## config.mk

```make
export PLATFORM = sky130hd
export DESIGN_NAME = alu_cmd_issuer
export DESIGN_NICKNAME = d
export VERILOG_FILES = /design/src/rtl/alu_pkg.sv /design/src/rtl/alu_cmd_fifo.sv /design/src/rtl/alu_cmd_issuer.sv
export SDC_FILE = /design/constraint.sdc
export NUM_CORES = 1
export LEC_CHECK = 0
export ABC_AREA = 1
export BUFFER_PORTS_ARGS = -buffer_cell sky130_fd_sc_hd__buf_2
export CAP_MARGIN = 40
export CORE_MARGIN = 4
export CORE_UTILIZATION = 47
export CTS_BUF_LIST = sky130_fd_sc_hd__clkbuf_4 sky130_fd_sc_hd__clkbuf_8
export DETAILED_ROUTE_END_ITERATION = 8
export HOLD_SLACK_MARGIN = 0.02
export PLACE_DENSITY_LB_ADDON = 0.3
export SLEW_MARGIN = 20
export SYNTH_ARGS = -nofsm -noshare
export SYNTH_HDL_FRONTEND = slang
export SYNTH_SLANG_ARGS = --single-unit
```

## constraint.sdc

```tcl
create_clock -name clk -period 5.6 [get_ports clk]
set_clock_uncertainty 0.15 [all_clocks]
set_input_delay 0.84 -clock clk [delete_from_list [all_inputs] [get_ports clk]]
set_output_delay 0.84 -clock clk [all_outputs]
set_load 0.1 [all_outputs]
```

## src/rtl/alu_pkg.sv

```systemverilog
// Shared types and constants for the ALU command-issue path.
// Latency: n/a (declarations only).
// Backpressure: n/a.
package alu_pkg;

    // Operand width of the downstream registered ALU.
    localparam int ALU_W = 4;

    // ALU opcodes.
    localparam logic [1:0] ALU_ADD = 2'd0;
    localparam logic [1:0] ALU_SUB = 2'd1;
    localparam logic [1:0] ALU_AND = 2'd2;
    localparam logic [1:0] ALU_OR  = 2'd3;

    // One queued command: opcode and two operands.
    typedef struct packed {
        logic [1:0]       op;
        logic [ALU_W-1:0] a;
        logic [ALU_W-1:0] b;
    } alu_cmd_t;

    // Issue FSM states.
    typedef enum logic [1:0] {
        IDLE = 2'd0,
        RUN  = 2'd1,
        HOLD = 2'd2
    } issue_state_t;

    // Flattened command width for a given operand width: {op, a, b}.
    function automatic int cmd_bits(input int w);
        return (2 * w) + 2;
    endfunction

endpackage

```

## src/rtl/alu_cmd_fifo.sv

```systemverilog
// Circular command queue with occupancy count and synchronous flush.
// Latency: write visible at head one cycle after push; head read is combinational.
// Backpressure: none internally; caller must only push when count != DEPTH and pop when count != 0.
//
// Ports: clk/rst_n (async active-low); push/push_dat write side; pop advances head;
//        flush empties the queue (wins over push/pop); head_dat is the oldest entry;
//        count is the current occupancy (0..DEPTH).
module alu_cmd_fifo #(
    parameter int DEPTH = 4,
    parameter int DW    = 10
) (
    input  logic                     clk,
    input  logic                     rst_n,
    input  logic                     push,
    input  logic [DW-1:0]            push_dat,
    input  logic                     pop,
    input  logic                     flush,
    output logic [DW-1:0]            head_dat,
    output logic [$clog2(DEPTH):0]   count
);

    localparam int AW = $clog2(DEPTH);

    logic [DW-1:0] mem [DEPTH];
    logic [AW-1:0] rd_ptr;
    logic [AW-1:0] wr_ptr;

    // Storage needs no reset: occupancy alone decides what is valid.
    always_ff @(posedge clk) begin
        if (push && !flush) begin
            mem[wr_ptr] <= push_dat;
        end
    end

    // DEPTH is a power of two, so pointer overflow is the modulo wrap.
    always_ff @(posedge clk or negedge rst_n) begin
        if (!rst_n) begin
            rd_ptr <= '0;
            wr_ptr <= '0;
            count  <= '0;
        end else if (flush) begin
            rd_ptr <= '0;
            wr_ptr <= '0;
            count  <= '0;
        end else begin
            if (push) begin
                wr_ptr <= wr_ptr + 1'b1;
            end
            if (pop) begin
                rd_ptr <= rd_ptr + 1'b1;
            end
            case ({push, pop})
                2'b10:   count <= count + 1'b1;
                2'b01:   count <= count - 1'b1;
                default: count <= count;
            endcase
        end
    end

    assign head_dat = mem[rd_ptr];

endmodule

```

## src/rtl/alu_cmd_issuer.sv

```systemverilog
// Queues {op,a,b} commands and issues one per cycle onto a registered 4-bit ALU.
// Latency: push at edge N -> alu_en in cycle N+1 -> res_valid with new ans in cycle N+2.
// Backpressure: in_ready low when the queue is full or during flush; hold freezes issue.
//
// Ports: in_valid/in_ready/in_a/in_b/in_op upstream command handshake;
//        hold freezes issue, flush discards the queue; alu_a/alu_b/alu_op/alu_en drive
//        the ALU; res_valid marks ALU ans valid; count is queue occupancy.
// Build option: define ALU_CMD_ISSUER_STATS_EN to add the issued_cnt[7:0] output
//        (wrapping issue counter, cleared only by reset).
module alu_cmd_issuer
    import alu_pkg::*;
#(
    parameter int DEPTH = 4,
    parameter int W     = 4
) (
    input  logic                    clk,
    input  logic                    rst_n,
    input  logic                    in_valid,
    output logic                    in_ready,
    input  logic [W-1:0]            in_a,
    input  logic [W-1:0]            in_b,
    input  logic [1:0]              in_op,
    input  logic                    hold,
    input  logic                    flush,
    output logic [W-1:0]            alu_a,
    output logic [W-1:0]            alu_b,
    output logic [1:0]              alu_op,
    output logic                    alu_en,
    output logic                    res_valid,
`ifdef ALU_CMD_ISSUER_STATS_EN
    output logic [7:0]              issued_cnt,
`endif
    output logic [$clog2(DEPTH):0]  count
);

    localparam int CW = $clog2(DEPTH) + 1;
    localparam int DW = cmd_bits(W);

    issue_state_t  state_q;
    issue_state_t  state_d;

    logic          push;
    logic          issue;
    logic [DW-1:0] push_dat;
    logic [DW-1:0] head_dat;
    logic [1:0]    head_op;
    logic [W-1:0]  head_a;
    logic [W-1:0]  head_b;
    logic [CW-1:0] pop_ext;
    logic          nonempty_nxt;

    // Ready is decoded from the registered count only, so a same-cycle pop
    // never opens a slot when the queue is full.
    assign in_ready = (count != CW'(DEPTH)) && !flush;
    assign push     = in_valid && in_ready;
    assign issue    = (state_q == RUN) && (count != '0) && !hold && !flush;
    assign push_dat = {in_op, in_a, in_b};

    assign head_op  = head_dat[DW-1 -: 2];
    assign head_a   = head_dat[2*W-1 -: W];
    assign head_b   = head_dat[W-1:0];

    // Queue will hold something after this edge: a push lands, or more
    // entries remain than the pop removes.
    assign pop_ext      = {{(CW-1){1'b0}}, issue};
    assign nonempty_nxt = push || (count > pop_ext);

    alu_cmd_fifo #(
        .DEPTH (DEPTH),
        .DW    (DW)
    ) u_fifo (
        .clk      (clk),
        .rst_n    (rst_n),
        .push     (push),
        .push_dat (push_dat),
        .pop      (issue),
        .flush    (flush),
        .head_dat (head_dat),
        .count    (count)
    );

    always_ff @(posedge clk or negedge rst_n) begin
        if (!rst_n) begin
            state_q <= IDLE;
        end else begin
            state_q <= state_d;
        end
    end

    // Next state looks at post-edge occupancy so a push into an empty queue
    // lands in RUN and can issue on the very next edge.
    always_comb begin
        state_d = state_q;
        if (flush) begin
            state_d = IDLE;
        end else begin
            case (state_q)
                IDLE: begin
                    if (nonempty_nxt) begin
                        state_d = RUN;
                    end
                end
                RUN: begin
                    if (hold) begin
                        state_d = HOLD;
                    end else if (!nonempty_nxt) begin
                        state_d = IDLE;
                    end
                end
                HOLD: begin
                    if (!hold) begin
                        state_d = nonempty_nxt ? RUN : IDLE;
                    end
                end
                default: state_d = IDLE;
            endcase
        end
    end

    // Operands only move on issue, so the ALU never sees a half-updated command.
    always_ff @(posedge clk or negedge rst_n) begin
        if (!rst_n) begin
            alu_a     <= '0;
            alu_b     <= '0;
            alu_op    <= '0;
            alu_en    <= 1'b0;
            res_valid <= 1'b0;
        end else begin
            alu_en    <= issue;
            res_valid <= alu_en;
            if (issue) begin
                alu_a  <= head_a;
                alu_b  <= head_b;
                alu_op <= head_op;
            end
        end
    end

`ifdef ALU_CMD_ISSUER_STATS_EN
    always_ff @(posedge clk or negedge rst_n) begin
        if (!rst_n) begin
            issued_cnt <= 8'd0;
        end else if (issue) begin
            issued_cnt <= issued_cnt + 8'd1;
        end
    end
`endif

endmodule

```

# After elaboration in Yosys (flattened, before gate mapping)
# Memory sizes are Yosys's and may differ from the RTL's. A register that Yosys moved wholly into a read port is not among the register bits.
# Index checks and enable logic that the tools add are counted.
[op_classes]
magnitude_cmp = 1
muxes = 15
n_reduce_logical = 16
add_sub_neg = 4
n_eq_ne = 8
[op_table]
columns = ["op", "count"]
rows = [
  ["$mux W2", 9],
  ["$ne A3 B3 Y1 const B", 3],
  ["$logic_and A1 B1 Y1", 6],
  ["$pmux W2 S3", 1],
  ["$pmux W3 S2", 1],
  ["$reduce_bool A3 Y1", 2],
  ["$add A2 B1 Y2 const B", 2],
  ["$eq A2 B1 Y1 const B", 2],
  ["$eq A2 B2 Y1 const B", 2],
  ["$ne A4 B4 Y1 const B", 1],
  ["$reduce_bool A2 Y1", 2],
  ["$add A3 B1 Y3 const B", 1],
  ["$gt A3 B1 Y1", 1],
  ["$logic_not A1 Y1", 3],
  ["$mux W1", 3],
  ["$mux W3", 1],
  ["$reduce_and A3 Y1", 1],
  ["$sub A3 B1 Y3 const B", 1],
  ["$logic_not A2 Y1", 1],
  ["$logic_or A1 B1 Y1", 1],
]
[totals]
output_inout_bits = 16
mem_bits_rw = 40
mem_count = 1
word_cells = 51
input_bits = 15
regBits = 11
[mem_list]
columns = ["memory", "words", "width", "read_ports", "rd_ports_with_merged_regs", "wr", "line", "source"]
rows = [
  ["u_fifo.mem", 4, 10, 1, 1, 1, "alu_cmd_fifo.sv:24", "logic [DW-1:0] mem [DEPTH];"],
]

# Longest topological paths before layout
[logic_depth]
ltp_word = 10
mapped_depth = 13

# Modules after synthesis
# Synthesis repeated with hierarchy kept, for this count alone.
[unflattened]
cells_unflattened = 228
area_unflattened_um2 = 2524.9
[modules_own_cells]
columns = ["module", "n_inst", "cells_per_inst", "area_per_inst_um2"]
rows = [
  ["alu_cmd_fifo", 1, 157, 1919.3],
  ["alu_cmd_issuer", 1, 71, 605.6],
]

# Worst setup path after synthesis
# Ideal clock, no wire load.
[synth_path]
path_type = "register -> output"
start = "register u_fifo.count[0]"
end = "output in_ready"
path_slack_ns = 2.695
arrival_ns = 1.915
path_stages_with_launch = 5
path_cell_list = "dfrtp_1 > nor2_1 > nand2_1 > nand2_1 > inv_1"
[synth_between]
elab_chain_cells = 2
[synth_lines]
columns = ["element", "line", "source"]
rows = [
  ["from (decl)", "alu_cmd_fifo.sv:19", "output logic [$clog2(DEPTH):0] count"],
  ["from (signal assigned)", "alu_cmd_fifo.sv:53", "2'b10: count <= count + 1'b1;"],
  ["from (signal assigned)", "alu_cmd_fifo.sv:54", "2'b01: count <= count - 1'b1;"],
  ["from (signal assigned)", "alu_cmd_fifo.sv:55", "default: count <= count;"],
  ["$ne A3 B3 Y1", "alu_cmd_issuer.sv:54", "assign in_ready = (count != CW'(DEPTH)) && !flush;"],
  ["$logic_and A1 B1 Y1", "alu_cmd_issuer.sv:54", ""],
  ["to (decl)", "alu_cmd_issuer.sv:19", "output logic in_ready,"],
]
# Every way passes these cells.

# Final worst setup path
[layout_path]
start = "input flush"
end = "output in_ready"
[layout_between]
elab_chain_cells = 2
[layout_lines]
columns = ["element", "line", "source"]
rows = [
  ["from (decl)", "alu_cmd_issuer.sv:24", "input logic flush,"],
  ["$logic_not A1 Y1", "alu_cmd_issuer.sv:54", ""],
  ["$logic_and A1 B1 Y1", "alu_cmd_issuer.sv:54", ""],
]
# Every way passes these cells.

==> impl_summary.md <==
Outcome
The run finished with clean final reports.

Timing
The worst path in the final design needs a cycle of around 2.6 ns, including I/O delays and setup. The accumulated negative setup slack is 0 ns. Measured against its own limit, the worst slew margin works out to 53.0%. The worst path setup slack after routing is 2.99 ns. Setup repair after global routing left no endpoint under its margin.

Timing would allow up to approximately 380 MHz. The worst-margin pin slew is 0.705 ns. The number of pins with negative max-slew slack in the final report was 0. The final-report hold violation count is 0. The final worst-path cycle share is between 40% and 50%.

The count of endpoints failing setup in the final report is 0.

Global routing
The first global-routing pass estimated roughly 7000 µm of wire. The total overflow left after global routing is 0. The number of antenna violations at the first check in global routing was 0.

The global-route total usage across every layer is 15.1%. Entering global routing, the biggest net connects 24 pins. The via count of the first global-routing pass is between 1000 and 1500.

Drt
In the routed design, unresolved DRC markers number 0. The number of vias after detailed routing is 1638. The antenna violation net count after detailed routing is 0. Dividing the detail-routed wire length by the instance count gives 13.2 µm.

The final layout contains routed wiring with a total length of roughly 4500 µm. In the routed layout, each cell is associated on average with a via count of ~4.8. The length of the first detailed-routing pass in iterations is 4. The detailed router finished its first iteration with a little over 60 violations.

Cells and area
The net count reported at finish is 285. Cells with a size suffix above 1 make up 23.0% of the layout. Leaving out fill and tap cells, the most frequent cell in the layout is sky130_fd_sc_hd__nor2_1. The antenna diode instance count is 0. The layout filler cell count is about 450. The multi-input combinational cells in the finished layout cover a total of 712 µm². Summing all flip-flop and latch instances after layout gives approximately 1700 µm². The final design area excluding fillers is ~3000 µm².

The library cells used most frequently in the layout, excluding fill and tap cells, are sky130_fd_sc_hd__nor2_1, sky130_fd_sc_hd__edfxtp_1, sky130_fd_sc_hd__buf_2. The area growth from synthesis to layout is 16.2%.

Critical path
The largest single stage delay on the critical path is approximately 0.41 ns. At the worst endpoint, the arrival time is between 1.5 and 2 ns. In this run the worst path has a maximum fanout of 8. The nature of the critical path endpoint is an output port. The dominant delay contributor by cell family on the critical path is buffers and inverters. The critical path goes through buf_2 -> inv_2 -> nand2_1 -> inv_1 -> buf_2.

For this design, the slowest cell found on the critical path is sky130_fd_sc_hd__buf_2. The cell occurring most often along the worst timing path is sky130_fd_sc_hd__buf_2. The sort of element at the start of the critical path is an input pin. The number of buffers and inverters on the critical path is 4. The data required time at the worst endpoint is about 4.6 ns. The critical path is of the input pin to output port type.

Clocking
The CTS tree is done. The tree is rooted in a sky130_fd_sc_hd__clkbuf_8. Buffers added to address setup during post-CTS repair amount to 0.

The deepest clock path buffer count is 2. Buffers inserted to repair hold after CTS numbered 0. For the worst-skew pair, the clock arrives at the later sink with an insertion delay of about 0.34 ns. The number of cells upsized or downsized after cts is 0. TritonCTS created 9 clock buffers. The H-tree was split into 3 levels. The clock input transition at the sequential cells of the worst setup and hold paths is 0.07 ns. The clock drives just over 60 sinks.

Power
The clock share of power is ~25%. The combinational share of power is between 30% and 40%. Sequential cells burn 39.6% of the power.

The total design power is 1470 µW. The cell internal power dissipation is about 830 µW. For this design the ratio of total power to cell area is roughly 500 nW/µm². In this run the static leakage power is approximately 0.0012 µW. IR analysis of the VDD net gives a maximum drop of 408 µV.

For this design the total switching power over the nets is approximately 640 µW. The switching part of the total power is between 40% and 50%.

Yosys
The post-synthesis cell area is between 2000 and 3000 µm². Synthesis produced a netlist with a net count of between 200 and 250. Synthesis produced ~230 cells. Synthesis inferred just over 60 register bits.

Sequential cells were found to cover about two thirds of the synthesized design area. The total of warnings raised by yosys is 0. The mean instance size in the synthesized netlist is roughly 11 µm². The netlist uses 25 different library cells.

Floorplan
The overall die area is between 6000 and 7000 µm². Pin placement for this block handled 31 I/O pins. The vertical die dimension is approximately 80 µm.

The die is between 80 and 90 µm wide. The core area is approximately 5200 µm². The site row count is 26. The effective utilization at floorplan is 49.2%.

Placement
The HPWL after detailed placement is roughly 3100 µm. The count of buffers added on input and output ports is 30. The post-placement cell area is about 2800 µm². Before CTS, the worst setup slack after placement is 2.98 ns. The placer's final routability congestion estimate is roughly 0.76.

Worst hold path
The path type of the worst min-delay path is flip-flop to flip-flop.

Run
Max-cap violations in this run came to 0.
## kinds of logic (layout without fill, tap and decap cells)
| family | after synthesis | after routing | synth area share (%) |
|---|---|---|---|
| AND/OR/NAND/NOR | 92 | 92 | 15.8 |
| flip-flops | 61 | 61 | 67.4 |
| AO/OA/AOI/OAI | 38 | 38 | 8.40 |
| buffers and inverters | 29 | 71 | 4.79 |
| adder cells (fa/ha/maj) | 6 | 6 | 3.22 |
| XOR/XNOR | 1 | 1 | 0.342 |
## worst paths after layout
check | start | to | slack [ns] | cells after the start
max in group asynchronous | rst_n | alu_a[1] | 4.64 | 1
min in group asynchronous | rst_n | u_fifo.count[1] | 0.31 | 1
worst min register to register | alu_en | res_valid | 0.22 | 0
worst max register to register | u_fifo.count[1] | u_fifo.count[2] | 3.41 | 13
worst max-delay path | flush | in_ready | 2.99 | 5
worst min-delay path | alu_en | res_valid | 0.22 | 0
## cell type report
type	instances	share of cell area, %
Clock buffer	9	4.16
Multi-Input combinational cell	137	23.9
Inverter	21	2.65
Tap cell	70	2.94
Timing Repair Buffer	34	6.06
Sequential cell	61	58.0
Clock inverter	7	2.23
## power by group through the flow
stage / Clock [µW] / Combinational (µW) / Sequential (µW)
6_report: 371 / 518 / 584
2_1_floorplan: 0 / 130 / 896
3_5_place_dp: 0 / 521 / 595
5_1_grt: 397 / 547 / 592
3_3_place_gp: 0 / 516 / 594
4_1_cts: 380 / 522 / 586
## synthesized netlist by cell type
cell	number	share of area, %
sky130_fd_sc_hd__a21oi_2	1	0.34
sky130_fd_sc_hd__a31oi_1	10	2.4
sky130_fd_sc_hd__o21ai_0	23	4.5
sky130_fd_sc_hd__inv_2	3	0.44
sky130_fd_sc_hd__buf_2	2	0.39
sky130_fd_sc_hd__dfrtp_1	21	21
sky130_fd_sc_hd__o211a_1	1	0.39
sky130_fd_sc_hd__o2111ai_1	1	0.34
sky130_fd_sc_hd__buf_6	1	0.44
sky130_fd_sc_hd__ha_1	5	2.4
sky130_fd_sc_hd__nand3_1	6	1.2
sky130_fd_sc_hd__edfxtp_1	40	47
sky130_fd_sc_hd__nor2_4	3	1.3
sky130_fd_sc_hd__nor2_2	1	0.24
sky130_fd_sc_hd__nand2_2	3	0.73
sky130_fd_sc_hd__clkbuf_1	4	0.59
sky130_fd_sc_hd__nor2_1	59	8.6
sky130_fd_sc_hd__xnor2_1	1	0.34
sky130_fd_sc_hd__inv_1	18	2.6
sky130_fd_sc_hd__buf_4	1	0.29
sky130_fd_sc_hd__fa_1	1	0.78
sky130_fd_sc_hd__a21oi_1	2	0.39
sky130_fd_sc_hd__nand3_4	1	0.68
sky130_fd_sc_hd__nand2_1	18	2.6
sky130_fd_sc_hd__nand3_2	1	0.39
## metrics by stage
stage          hold slack [ns]  std cells  utilization [%]
4_1_cts                  0.221        339             57.2
2_1_floorplan            0.387        227                -
5_1_grt                  0.230        339             57.2
3_5_place_dp             0.205        323             53.5
3_3_place_gp             0.206        319             52.9
6_report                 0.218        339             57.2
## flip-flops by register name, summed over array words and instances (netlist names)
register and flops:
u_fifo.rd_ptr 2, alu_op 2, u_fifo.mem 40, alu_a 4, alu_b 4, alu_en 1, u_fifo.count 3, u_fifo.wr_ptr 2
res_valid 1, state_q 2
## layer usage
| layer | routed length, µm | GRT usage, % |
|---|---|---|
| met4 | 84 | 8.31 |
| met1 | 2010 | 19.2 |
| met3 | 287 | 4.06 |
| met5 | 0 | 0 |
| met2 | 2090 | 23.3 |
No activity file was read; power rests on OpenSTA's default activity.
